[config.mk]
export PLATFORM = sky130hd
export DESIGN_NAME = sa_cache_ctrl
export DESIGN_NICKNAME = d
export VERILOG_FILES = /design/src/rtl/cache_pkg.sv /design/src/rtl/lru_tracker.sv /design/src/rtl/sa_cache_ctrl.sv
export SDC_FILE = /design/constraint.sdc
export NUM_CORES = 2
export LEC_CHECK = 0
export BUFFER_PORTS_ARGS = -buffer_cell sky130_fd_sc_hd__clkbuf_2
export CORE_MARGIN = 1
export CORE_UTILIZATION = 45
export CTS_CLUSTER_DIAMETER = 60
export DETAILED_ROUTE_END_ITERATION = 8
export PLACE_DENSITY = 0.68
export SETUP_SLACK_MARGIN = 0.5
export SLEW_MARGIN = 0
export SYNTH_ARGS = -nofsm -noshare
export SYNTH_HDL_FRONTEND = slang
export SYNTH_HIERARCHICAL = 1
export SYNTH_SLANG_ARGS = --single-unit
[constraint.sdc]
create_clock -name clk -period 13.1 [get_ports clk]
set_clock_uncertainty 0.2 [all_clocks]
set_input_delay 1.31 -clock clk [delete_from_list [all_inputs] [get_ports clk]]
set_output_delay 1.31 -clock clk [all_outputs]
set_load 0.005 [all_outputs]
[src/rtl/cache_pkg.sv]
// Shared definitions for the set-associative cache controller.
//   state_t    : controller FSM states
//   meta_t     : per-way line metadata view (tag, valid, dirty); the tag field
//                is sized for the widest supported tag and holds the real tag
//                zero-extended
//   *_width()  : offset / index / tag / way-select widths derived from the
//                module parameters
package cache_pkg;

  typedef enum logic [2:0] {
    ST_IDLE      = 3'd0,
    ST_LOOKUP    = 3'd1,
    ST_WRITEBACK = 3'd2,
    ST_REFILL    = 3'd3,
    ST_RESPOND   = 3'd4
  } state_t;

  localparam int MAX_TAG_W = 64;

  typedef struct packed {
    logic [MAX_TAG_W-1:0] tag;
    logic                 valid;
    logic                 dirty;
  } meta_t;

  function automatic int off_width(input int line_bytes);
    return $clog2(line_bytes);
  endfunction

  function automatic int idx_width(input int sets);
    return $clog2(sets);
  endfunction

  function automatic int tag_width(input int addr_w, input int sets, input int line_bytes);
    return addr_w - $clog2(sets) - $clog2(line_bytes);
  endfunction

  // A direct-mapped cache still needs a one-bit way select to keep vectors legal.
  function automatic int sel_width(input int ways);
    return (ways > 1) ? $clog2(ways) : 1;
  endfunction

endpackage

[src/rtl/lru_tracker.sv]
// True-LRU age storage for every set plus victim selection.
// Ports:
//   clk, rst_n : clock, asynchronous active-low reset (ages return to age[w]=w)
//   set_idx    : set being looked up / updated
//   valid_vec  : valid bit of each way in that set
//   upd_en     : apply an access to way upd_way of set set_idx
//   upd_way    : accessed way
//   victim     : lowest-index invalid way, otherwise the oldest way
module lru_tracker
  import cache_pkg::*;
#(
  parameter int WAYS = 2,
  parameter int SETS = 16,
  localparam int IDX_W = idx_width(SETS),
  localparam int WAY_W = sel_width(WAYS)
) (
  input  logic             clk,
  input  logic             rst_n,
  input  logic [IDX_W-1:0] set_idx,
  input  logic [WAYS-1:0]  valid_vec,
  input  logic             upd_en,
  input  logic [WAY_W-1:0] upd_way,
  output logic [WAY_W-1:0] victim
);

  localparam int AGE_W = WAY_W;

  logic [AGE_W-1:0] age [SETS][WAYS];
  logic [AGE_W-1:0] old_age;
  logic             found;
  logic [AGE_W-1:0] max_age;

  assign old_age = age[set_idx][upd_way];

  // Ages within a set always form a permutation of 0..WAYS-1: the accessed
  // way becomes youngest and only the ways younger than it grow one older.
  always_ff @(posedge clk or negedge rst_n) begin
    if (!rst_n) begin
      for (int s = 0; s < SETS; s++) begin
        for (int w = 0; w < WAYS; w++) begin
          age[s][w] <= AGE_W'(w);
        end
      end
    end else if (upd_en) begin
      for (int w = 0; w < WAYS; w++) begin
        if (WAY_W'(w) == upd_way) begin
          age[set_idx][w] <= '0;
        end else if (age[set_idx][w] < old_age) begin
          age[set_idx][w] <= age[set_idx][w] + 1'b1;
        end
      end
    end
  end

  always_comb begin
    victim  = '0;
    found   = 1'b0;
    max_age = '0;
    for (int w = 0; w < WAYS; w++) begin
      if (!found && !valid_vec[w]) begin
        victim = WAY_W'(w);
        found  = 1'b1;
      end
    end
    if (!found) begin
      for (int w = 0; w < WAYS; w++) begin
        if (age[set_idx][w] >= max_age) begin
          max_age = age[set_idx][w];
          victim  = WAY_W'(w);
        end
      end
    end
  end

endmodule

[src/rtl/sa_cache_ctrl.sv]
// Set-associative, write-back, write-allocate cache controller with true LRU.
// Byte-wide CPU port with valid/ready request and a one-cycle response pulse;
// byte-wide memory port doing one beat per mem_ack for line writeback/refill.
// Ports:
//   clk, rst_n                    : clock, asynchronous active-low reset
//   cpu_req_valid/ready, cpu_addr,
//   cpu_we, cpu_wdata             : CPU request (accepted only in IDLE)
//   cpu_rsp_valid, cpu_rdata      : completion pulse and read byte
//   mem_req, mem_we, mem_addr,
//   mem_wdata, mem_ack, mem_rdata : memory beat interface
//   stat_access, stat_hit         : saturating lookup/hit counters
// Optional feature: define CACHE_STATS_EN to add the statistics counters and
// their ports; without it the controller behaves identically, minus counters.
module sa_cache_ctrl
  import cache_pkg::*;
#(
  parameter int WAYS       = 2,
  parameter int SETS       = 16,
  parameter int LINE_BYTES = 8,
  parameter int ADDR_W     = 32
) (
  input  logic              clk,
  input  logic              rst_n,
  input  logic              cpu_req_valid,
  output logic              cpu_req_ready,
  input  logic [ADDR_W-1:0] cpu_addr,
  input  logic              cpu_we,
  input  logic [7:0]        cpu_wdata,
  output logic              cpu_rsp_valid,
  output logic [7:0]        cpu_rdata,
  output logic              mem_req,
  output logic              mem_we,
  output logic [ADDR_W-1:0] mem_addr,
  output logic [7:0]        mem_wdata,
  input  logic              mem_ack,
  input  logic [7:0]        mem_rdata
`ifdef CACHE_STATS_EN
  ,
  output logic [31:0]       stat_access,
  output logic [31:0]       stat_hit
`endif
);

  localparam int OFF_W = off_width(LINE_BYTES);
  localparam int IDX_W = idx_width(SETS);
  localparam int TAG_W = tag_width(ADDR_W, SETS, LINE_BYTES);
  localparam int WAY_W = sel_width(WAYS);

  state_t state, state_nxt;

  // Latched request
  logic [ADDR_W-1:0] req_addr;
  logic              req_we;
  logic [7:0]        req_wdata;
  logic [OFF_W-1:0]  req_off;
  logic [IDX_W-1:0]  req_idx;
  logic [TAG_W-1:0]  req_tag;

  // Line storage: tags/data carry no reset, valid/dirty do
  logic [TAG_W-1:0] tag_mem   [WAYS][SETS];
  logic [7:0]       line_data [WAYS][SETS][LINE_BYTES];
  logic             valid_q   [WAYS][SETS];
  logic             dirty_q   [WAYS][SETS];
  meta_t            set_meta  [WAYS];

  logic [WAY_W-1:0] way_sel;
  logic [OFF_W-1:0] beat;
  logic [7:0]       rdata_hold;

  logic [WAYS-1:0]  valid_vec;
  logic             hit;
  logic [WAY_W-1:0] hit_way;
  logic [WAY_W-1:0] victim;
  logic             victim_dirty;
  logic             last_beat;
  logic             rsp_read;

  assign req_off   = req_addr[OFF_W-1:0];
  assign req_idx   = req_addr[OFF_W +: IDX_W];
  assign req_tag   = req_addr[OFF_W+IDX_W +: TAG_W];
  assign last_beat = (beat == OFF_W'(LINE_BYTES-1));
  assign rsp_read  = (state == ST_RESPOND) && !req_we;

  // Metadata of the addressed set, compared across all ways in parallel
  always_comb begin
    valid_vec = '0;
    hit       = 1'b0;
    hit_way   = '0;
    for (int w = 0; w < WAYS; w++) begin
      set_meta[w]       = '0;
      set_meta[w].tag   = MAX_TAG_W'(tag_mem[w][req_idx]);
      set_meta[w].valid = valid_q[w][req_idx];
      set_meta[w].dirty = dirty_q[w][req_idx];
      valid_vec[w]      = set_meta[w].valid;
      if (set_meta[w].valid && (set_meta[w].tag == MAX_TAG_W'(req_tag))) begin
        hit     = 1'b1;
        hit_way = WAY_W'(w);
      end
    end
  end

  assign victim_dirty = set_meta[victim].valid && set_meta[victim].dirty;

  // Every completed access (hit or filled miss) passes through RESPOND, so
  // ageing is applied once there.
  lru_tracker #(
    .WAYS (WAYS),
    .SETS (SETS)
  ) u_lru (
    .clk       (clk),
    .rst_n     (rst_n),
    .set_idx   (req_idx),
    .valid_vec (valid_vec),
    .upd_en    (state == ST_RESPOND),
    .upd_way   (way_sel),
    .victim    (victim)
  );

  // FSM state register
  always_ff @(posedge clk or negedge rst_n) begin
    if (!rst_n) begin
      state <= ST_IDLE;
    end else begin
      state <= state_nxt;
    end
  end

  // FSM next-state logic
  always_comb begin
    state_nxt = state;
    case (state)
      ST_IDLE:      if (cpu_req_valid) state_nxt = ST_LOOKUP;
      ST_LOOKUP: begin
        if (hit)               state_nxt = ST_RESPOND;
        else if (victim_dirty) state_nxt = ST_WRITEBACK;
        else                   state_nxt = ST_REFILL;
      end
      ST_WRITEBACK: if (mem_ack && last_beat) state_nxt = ST_REFILL;
      ST_REFILL:    if (mem_ack && last_beat) state_nxt = ST_RESPOND;
      ST_RESPOND:   state_nxt = ST_IDLE;
      default:      state_nxt = ST_IDLE;
    endcase
  end

  // FSM outputs; beat signals are pure functions of state and registers so
  // they hold steady until acked and vanish as soon as reset asserts.
  always_comb begin
    cpu_req_ready = (state == ST_IDLE);
    cpu_rsp_valid = (state == ST_RESPOND);
    cpu_rdata     = rdata_hold;
    mem_req       = 1'b0;
    mem_we        = 1'b0;
    mem_addr      = '0;
    mem_wdata     = '0;
    case (state)
      ST_WRITEBACK: begin
        mem_req   = 1'b1;
        mem_we    = 1'b1;
        mem_addr  = {tag_mem[way_sel][req_idx], req_idx, beat};
        mem_wdata = line_data[way_sel][req_idx][beat];
      end
      ST_REFILL: begin
        mem_req  = 1'b1;
        mem_addr = {req_tag, req_idx, beat};
      end
      ST_RESPOND: begin
        if (!req_we) cpu_rdata = line_data[way_sel][req_idx][req_off];
      end
      default: ;
    endcase
  end

  // Request capture (IDLE only)
  always_ff @(posedge clk) begin
    if ((state == ST_IDLE) && cpu_req_valid) begin
      req_addr  <= cpu_addr;
      req_we    <= cpu_we;
      req_wdata <= cpu_wdata;
    end
  end

  // Way selection, beat counter and held read byte. The beat counter is
  // exactly OFF_W bits wide, so it wraps to 0 between writeback and refill.
  always_ff @(posedge clk or negedge rst_n) begin
    if (!rst_n) begin
      way_sel    <= '0;
      beat       <= '0;
      rdata_hold <= '0;
    end else begin
      case (state)
        ST_LOOKUP: begin
          way_sel <= hit ? hit_way : victim;
          beat    <= '0;
        end
        ST_WRITEBACK, ST_REFILL: if (mem_ack) beat <= beat + 1'b1;
        default: ;
      endcase
      if (rsp_read) rdata_hold <= line_data[way_sel][req_idx][req_off];
    end
  end

  // Line data and tag writes
  always_ff @(posedge clk) begin
    if ((state == ST_REFILL) && mem_ack) begin
      line_data[way_sel][req_idx][beat] <= mem_rdata;
      if (last_beat) tag_mem[way_sel][req_idx] <= req_tag;
    end
    if ((state == ST_RESPOND) && req_we) begin
      line_data[way_sel][req_idx][req_off] <= req_wdata;
    end
  end

  // Valid/dirty: cleared by reset, which discards any in-flight or dirty line
  always_ff @(posedge clk or negedge rst_n) begin
    if (!rst_n) begin
      for (int w = 0; w < WAYS; w++) begin
        for (int s = 0; s < SETS; s++) begin
          valid_q[w][s] <= 1'b0;
          dirty_q[w][s] <= 1'b0;
        end
      end
    end else begin
      if ((state == ST_REFILL) && mem_ack && last_beat) begin
        valid_q[way_sel][req_idx] <= 1'b1;
        dirty_q[way_sel][req_idx] <= 1'b0;
      end
      if ((state == ST_RESPOND) && req_we) begin
        dirty_q[way_sel][req_idx] <= 1'b1;
      end
    end
  end

`ifdef CACHE_STATS_EN
  always_ff @(posedge clk or negedge rst_n) begin
    if (!rst_n) begin
      stat_access <= '0;
      stat_hit    <= '0;
    end else if (state == ST_LOOKUP) begin
      if (stat_access != '1)        stat_access <= stat_access + 32'd1;
      if (hit && (stat_hit != '1))  stat_hit    <= stat_hit + 32'd1;
    end
  end
`endif

endmodule

# After elaboration in Yosys (flattened, before gate mapping)
# Memories as Yosys holds them, arrays and structs flattened.
# Cells that the tools add are included.
dict set report totals {
  ff_bits 152
  latchBits 0
  ram_bits 2848
  rom_bits 0
  inputBits 53
  output_inout_bits 52
  word_cells 2313
  memories 2
}
dict set report op_classes {
  add_sub_neg 3
  n_mul 0
  n_div 0
  order_cmp 13
  n_eq_ne 11
  n_shift 0
  mux 1123
  n_bitwise 1037
  n_reduce_logical 21
}
# memory depth word_bits read_ports rd_clocked_by_memory_dff write_ports line
set mem_list {}
lappend mem_list {line_data 2 1024 1 0 1 sa_cache_ctrl.sv:61} ;# logic [7:0] line_data [WAYS][SETS][LINE_BYTES];
lappend mem_list {tag_mem 2 400 3 0 1 sa_cache_ctrl.sv:60} ;# logic [TAG_W-1:0] tag_mem [WAYS][SETS];
# op n
set op_table {}
lappend op_table {{two-way mux 1024 bit} 2}
lappend op_table {{two-way mux 1 bit} 1056}
lappend op_table {{bitwise OR 1 bit} 1024}
lappend op_table {{demux 64 bit (select 4 bit)} 2}
lappend op_table {{two-way mux 400 bit} 1}
lappend op_table {{binary-select mux 25 bit (select 4 bit)} 3}
lappend op_table {{binary-select mux 64 bit (select 4 bit)} 1}
lappend op_table {{two-way mux 64 bit} 4}
lappend op_table {{two-way mux 32 bit} 7}
lappend op_table {{two-way mux 25 bit} 7}
lappend op_table {{demux 25 bit (select 4 bit)} 1}
lappend op_table {{bitwise AND 32 bit} 3}
lappend op_table {{NOT 32 bit} 3}
lappend op_table {{two-way mux 8 bit} 9}
lappend op_table {{bitwise mux 32 bit} 2}
lappend op_table {{bitwise OR 32 bit} 2}
lappend op_table {{case mux 32 bit (2 select lines)} 1}
lappend op_table {{== test 25 bit} 2}
lappend op_table {{binary-select mux 8 bit (select 3 bit)} 2}
lappend op_table {{demux 8 bit (select 3 bit)} 2}
lappend op_table {{binary-select mux 1 bit (select 4 bit)} 4}
lappend op_table {{demux 16 bit (select 1 bit)} 1}
lappend op_table {{demux 2 bit (select 4 bit)} 2}
lappend op_table {{two-way mux 16 bit} 1}
lappend op_table {{32 further kinds} 66}

# Depth between registers and ports, before layout
dict set report depth {
  word_depth 19
  mapped_depth 17
  mapped_depth_nobuf 9
}

# By module
# Netlist, hierarchy kept.
# mod n_inst cells_each area_each_um2 seq_area_each_um2
set by_module_without_submodules {}
lappend by_module_without_submodules {sa_cache_ctrl 1 7302 131957.8 88730.1}
lappend by_module_without_submodules {lru_tracker 1 161 1736.7 820.8}

# Worst setup path before layout
# OpenSTA, ideal clock, no wires.
dict set report synth_timing {
  path_type {input port to flip-flop}
  start {input cpu_req_valid}
  end {register req_addr[0], enable pin}
  setup_time_ns 0.490
  t_arrival_ns 4.179
  required_time_ns 12.410
  path_slack_ns 8.230
  stages 2
  path_buffers 0
  cell_sequence {nand2_1 nor3_1}
}
dict set report synth_between {
  elab_chain_len 1
}
# item line
set synth_lines {}
lappend synth_lines {{start, declared} sa_cache_ctrl.sv:24} ;# input logic cpu_req_valid,
lappend synth_lines {{logical AND 1 bit} sa_cache_ctrl.sv:175} ;# if ((state == ST_IDLE) && cpu_req_valid) begin
lappend synth_lines {{end signal, assigned} sa_cache_ctrl.sv:176} ;# req_addr <= cpu_addr;
lappend synth_lines {{end, declared} sa_cache_ctrl.sv:52} ;# logic [ADDR_W-1:0] req_addr;
# Every way passes these cells.
# A chain may end at the register's enable or synchronous reset.

# Final worst setup path
dict set report layout_timing {
  start {register way_sel}
  end {output mem_wdata[7]}
}
dict set report layout_between {
  elab_chain_len 8
}
# item line
set layout_lines {}
lappend layout_lines {{start, declared} sa_cache_ctrl.sv:66} ;# logic [WAY_W-1:0] way_sel;
lappend layout_lines {{start signal, assigned} sa_cache_ctrl.sv:192} ;# way_sel <= hit ? hit_way : victim;
lappend layout_lines {{memory read (2 x 1024 bit)} -}
lappend layout_lines {{binary-select mux 64 bit (select 4 bit)} sa_cache_ctrl.sv:160} ;# mem_wdata = line_data[way_sel][req_idx][beat];
lappend layout_lines {{two-way mux 64 bit (implied by the code) (2 in series)} sa_cache_ctrl.sv:160}
lappend layout_lines {{binary-select mux 8 bit (select 3 bit)} sa_cache_ctrl.sv:160}
lappend layout_lines {{two-way mux 8 bit (implied by the code) (2 in series)} sa_cache_ctrl.sv:160}
lappend layout_lines {{two-way mux 8 bit} sa_cache_ctrl.sv:155} ;# case (state)
lappend layout_lines {{end, declared} sa_cache_ctrl.sv:34} ;# output logic [7:0] mem_wdata,
# Every way passes these cells. The select of a mux whose other input is x is not followed.

==> reports/qor.yml <==
critPathMaxStageDelay_ns: 1.04
max_slew_margin_pct: 8.07
htree_num_levels: 5
synthTopCellsByArea: "edfxtp_1 (65%), mux4_2 (13%), mux2_2 (8.8%), mux2i_1 (2.2%), dfrtp_1 (1.8%)"
wl_met1_mm: 145
crit_slowest_cell: "dfrtp_4"
first_global_vias: 76343
dieArea_um2: 299000
status: "finished clean"
r2r_cells: 11
path_max_fanout: 93
area_growth_pct: 11.3
tightest_slew_ns: 1.37
core_um2: 295000
ctsRootBufferMaster: "clkbuf_16"
die_h_um: 547
post-cts-setup-buffer-count: 0
synth_top_area_share_pct: 64.9
multiInputGateArea_um2: 41500
ys.warnings.count: 6
met2WireLength_mm: 185
path_clk_slew_ns: 0.06
avgSynthCellArea_um2: 17.9
synth_nets: 7518
rsz0062_at_grt: "false"
drive_gt1_share_pct: 35.2
grt_max_degree: 133
cts_tree: "done"
hold_class: "primary input to asynchronous set/reset pin"
yosysTopAreaCell: "edfxtp_1"
fmax_ghz: 0.124
highest_layer: "met5"
rows: 199
wl_per_cell_um: 33.3
worst_skew_pair.late_latency_ns: 0.92
worst_setup_path_end_kind: "primary output"
fin_total_pwr_mw: 23.2
cts_resized: 0
nFillCells: 23640
cp.arrival_ns: 6.56
overflow: 0
synth_top_flop_cell: "edfxtp_1"
ant_nets: 0
synth_edf_count: 2889
yosysMostFrequentCell: "edfxtp_1"
ys_seq_area_share_pct: 67.0
start_util_pct: 45.4
crit_required_ns: 11.59
layout_min_cycle_time_ns: 8.07
synth-seq-cells: 3000
finalSetupViolCount: 0
dr.pass1.iters: 9
grt_usage_pct: 25.7
startpoint_type: "register"
finalNonFillerCells: 11648
hold_buffers: 0
gp_congestion: 0.909
register_area_um2: 89600
die_w_um: 547
cts-buffers-inserted: 320
cts.path.max_buffers: 4
io_buffer_count: 104
dp_hpwl_mm: 227
worstSetupPathType: "register to primary output"
drtIter0Drc: 10590
vias: 75375
drc: 0
antenna_found_initial: 18
rr_endpoint: "state[0]$_DFFE_PN0P_"
holdWs_ns: 0.234
place_inst: 11066
synthDistinctLibCells: 83
post-route-period-util_pct: 61.6
crit_family: "buffers and inverters"
vdd_drop_max_mv: 0.142
finalWirelength_mm: 388
maxCapViolCount: 0
critPathBufInv: 4
syn_inst: 7463
synth_common_cells: "edfxtp_1 (2,889), mux2_2 (1,050), mux4_2 (763)"
hold_viol_final: 0
routed-wl-met3_mm: 40.9
async_flop_share_pct: 3.70
power.density_nw_per_um2: 156
fin_tns_setup_ns: 0
nets: 7524
grt_pass1_wl_mm: 555
clock-sinks: 3000
ioPinCount: 105
p_leak_nw: 47.6
rrSetupSlack_ns: 7.11
worstReg2RegStart: "req_addr[4]$_DFFE_PP_"
viasPerCell: 6.47
syn_area_um2: 134000
fin_ws_ns: 5.03
timing.final.max_slew_violations: 0
pre_cts_slack_ns: 6.00
path_cells: "buf_4, buf_12, buf_4, mux4_2, mux2i_1, o221ai_1, mux4_2, nor2_1, a211oi_1, clkbuf_2"
==> layout by cell type (no fill, tap or decap), types with 49 or more instances in the layout <==
cell type / instances
nor2_2: 57
clkbuf_1: 59
a21oi_1: 245
mux2i_1: 293
clkbuf_2: 95
mux2_2: 1050
dfrtp_1: 93
edfxtp_1: 2889
clkinv_1: 59
clkinv_2: 49
o22ai_1: 53
nor2_1: 307
buf_4: 175
nand2_1: 368
mux4_2: 763
clkbuf_16: 324
o21ai_0: 65
a22oi_1: 91
==> worst max path at each step <==
stage | start | endpoint | slack [ns] | cells past startpoint
floorplan | cpu_req_valid | req_addr[0]$_DFFE_PP_ | 8.23 | 2
global placement | way_sel$_DFFE_PN0P_ | cpu_rdata[2] | 6.09 | 11
detailed placement | way_sel$_DFFE_PN0P_ | mem_wdata[7] | 6.00 | 10
CTS | way_sel$_DFFE_PN0P_ | mem_wdata[7] | 5.05 | 10
global route | way_sel$_DFFE_PN0P_ | cpu_rdata[2] | 4.87 | 11
finish | way_sel$_DFFE_PN0P_ | mem_wdata[7] | 5.03 | 10
==> power by group <==
part	total (mW)	internal (mW)	leakage [nW]	switching [mW]
combinational	3.47	1.18	15.2	2.29
sequential	10.7	10.6	27.3	0.0539
clock	9.02	5.16	5.02	3.87
total	23.2	17.0	47.6	6.21
==> metal layers <==
layer	GRT usage [%]	vias to the layer above
li1	-	30184
met1	34.3	39760
met2	40.9	4574
met3	5.41	851
met4	10.9	6
met5	0	-
==> state kept, by name, indices dropped and copies added (netlist names), 3 cells and up, named ones only <==
signal / count
state: 3
beat: 3
req_wdata: 8
valid_q: 32
rdata_hold: 8
tag_mem: 800
req_addr: 32
u_lru/age: 32
line_data: 2048
==> through the flow <==
stage	utilization, %	area [um^2]
after global routing	50.5	149000
after CTS	50.5	149000
after detailed placement	46.9	138000
after floorplan	-	134000
after global placement	46.9	138000
final	50.5	149000
==> layout make-up <==
class	count	area share, %
clock buffer	387	5.64
timing repair buffer	296	1.51
antenna	7	0.0118
multi-input combinational	3801	27.9
tap	3919	3.30
inverter	50	0.137
sequential	3000	60.2
clock inverter	188	1.34
==> logic make-up after synthesis <==
logic type,after synthesis,synth area share [%]
muxes,2113,24.0
xor gates and xnor gates,42,0.281
AOI/OAI and AO/OA,685,3.33
buffers and inverters,662,2.24
DFF,3000,67.0
adders and majority gates,2,0.0187
and+or+nand+nor,959,3.12
(Power assumes the default switching activity.)
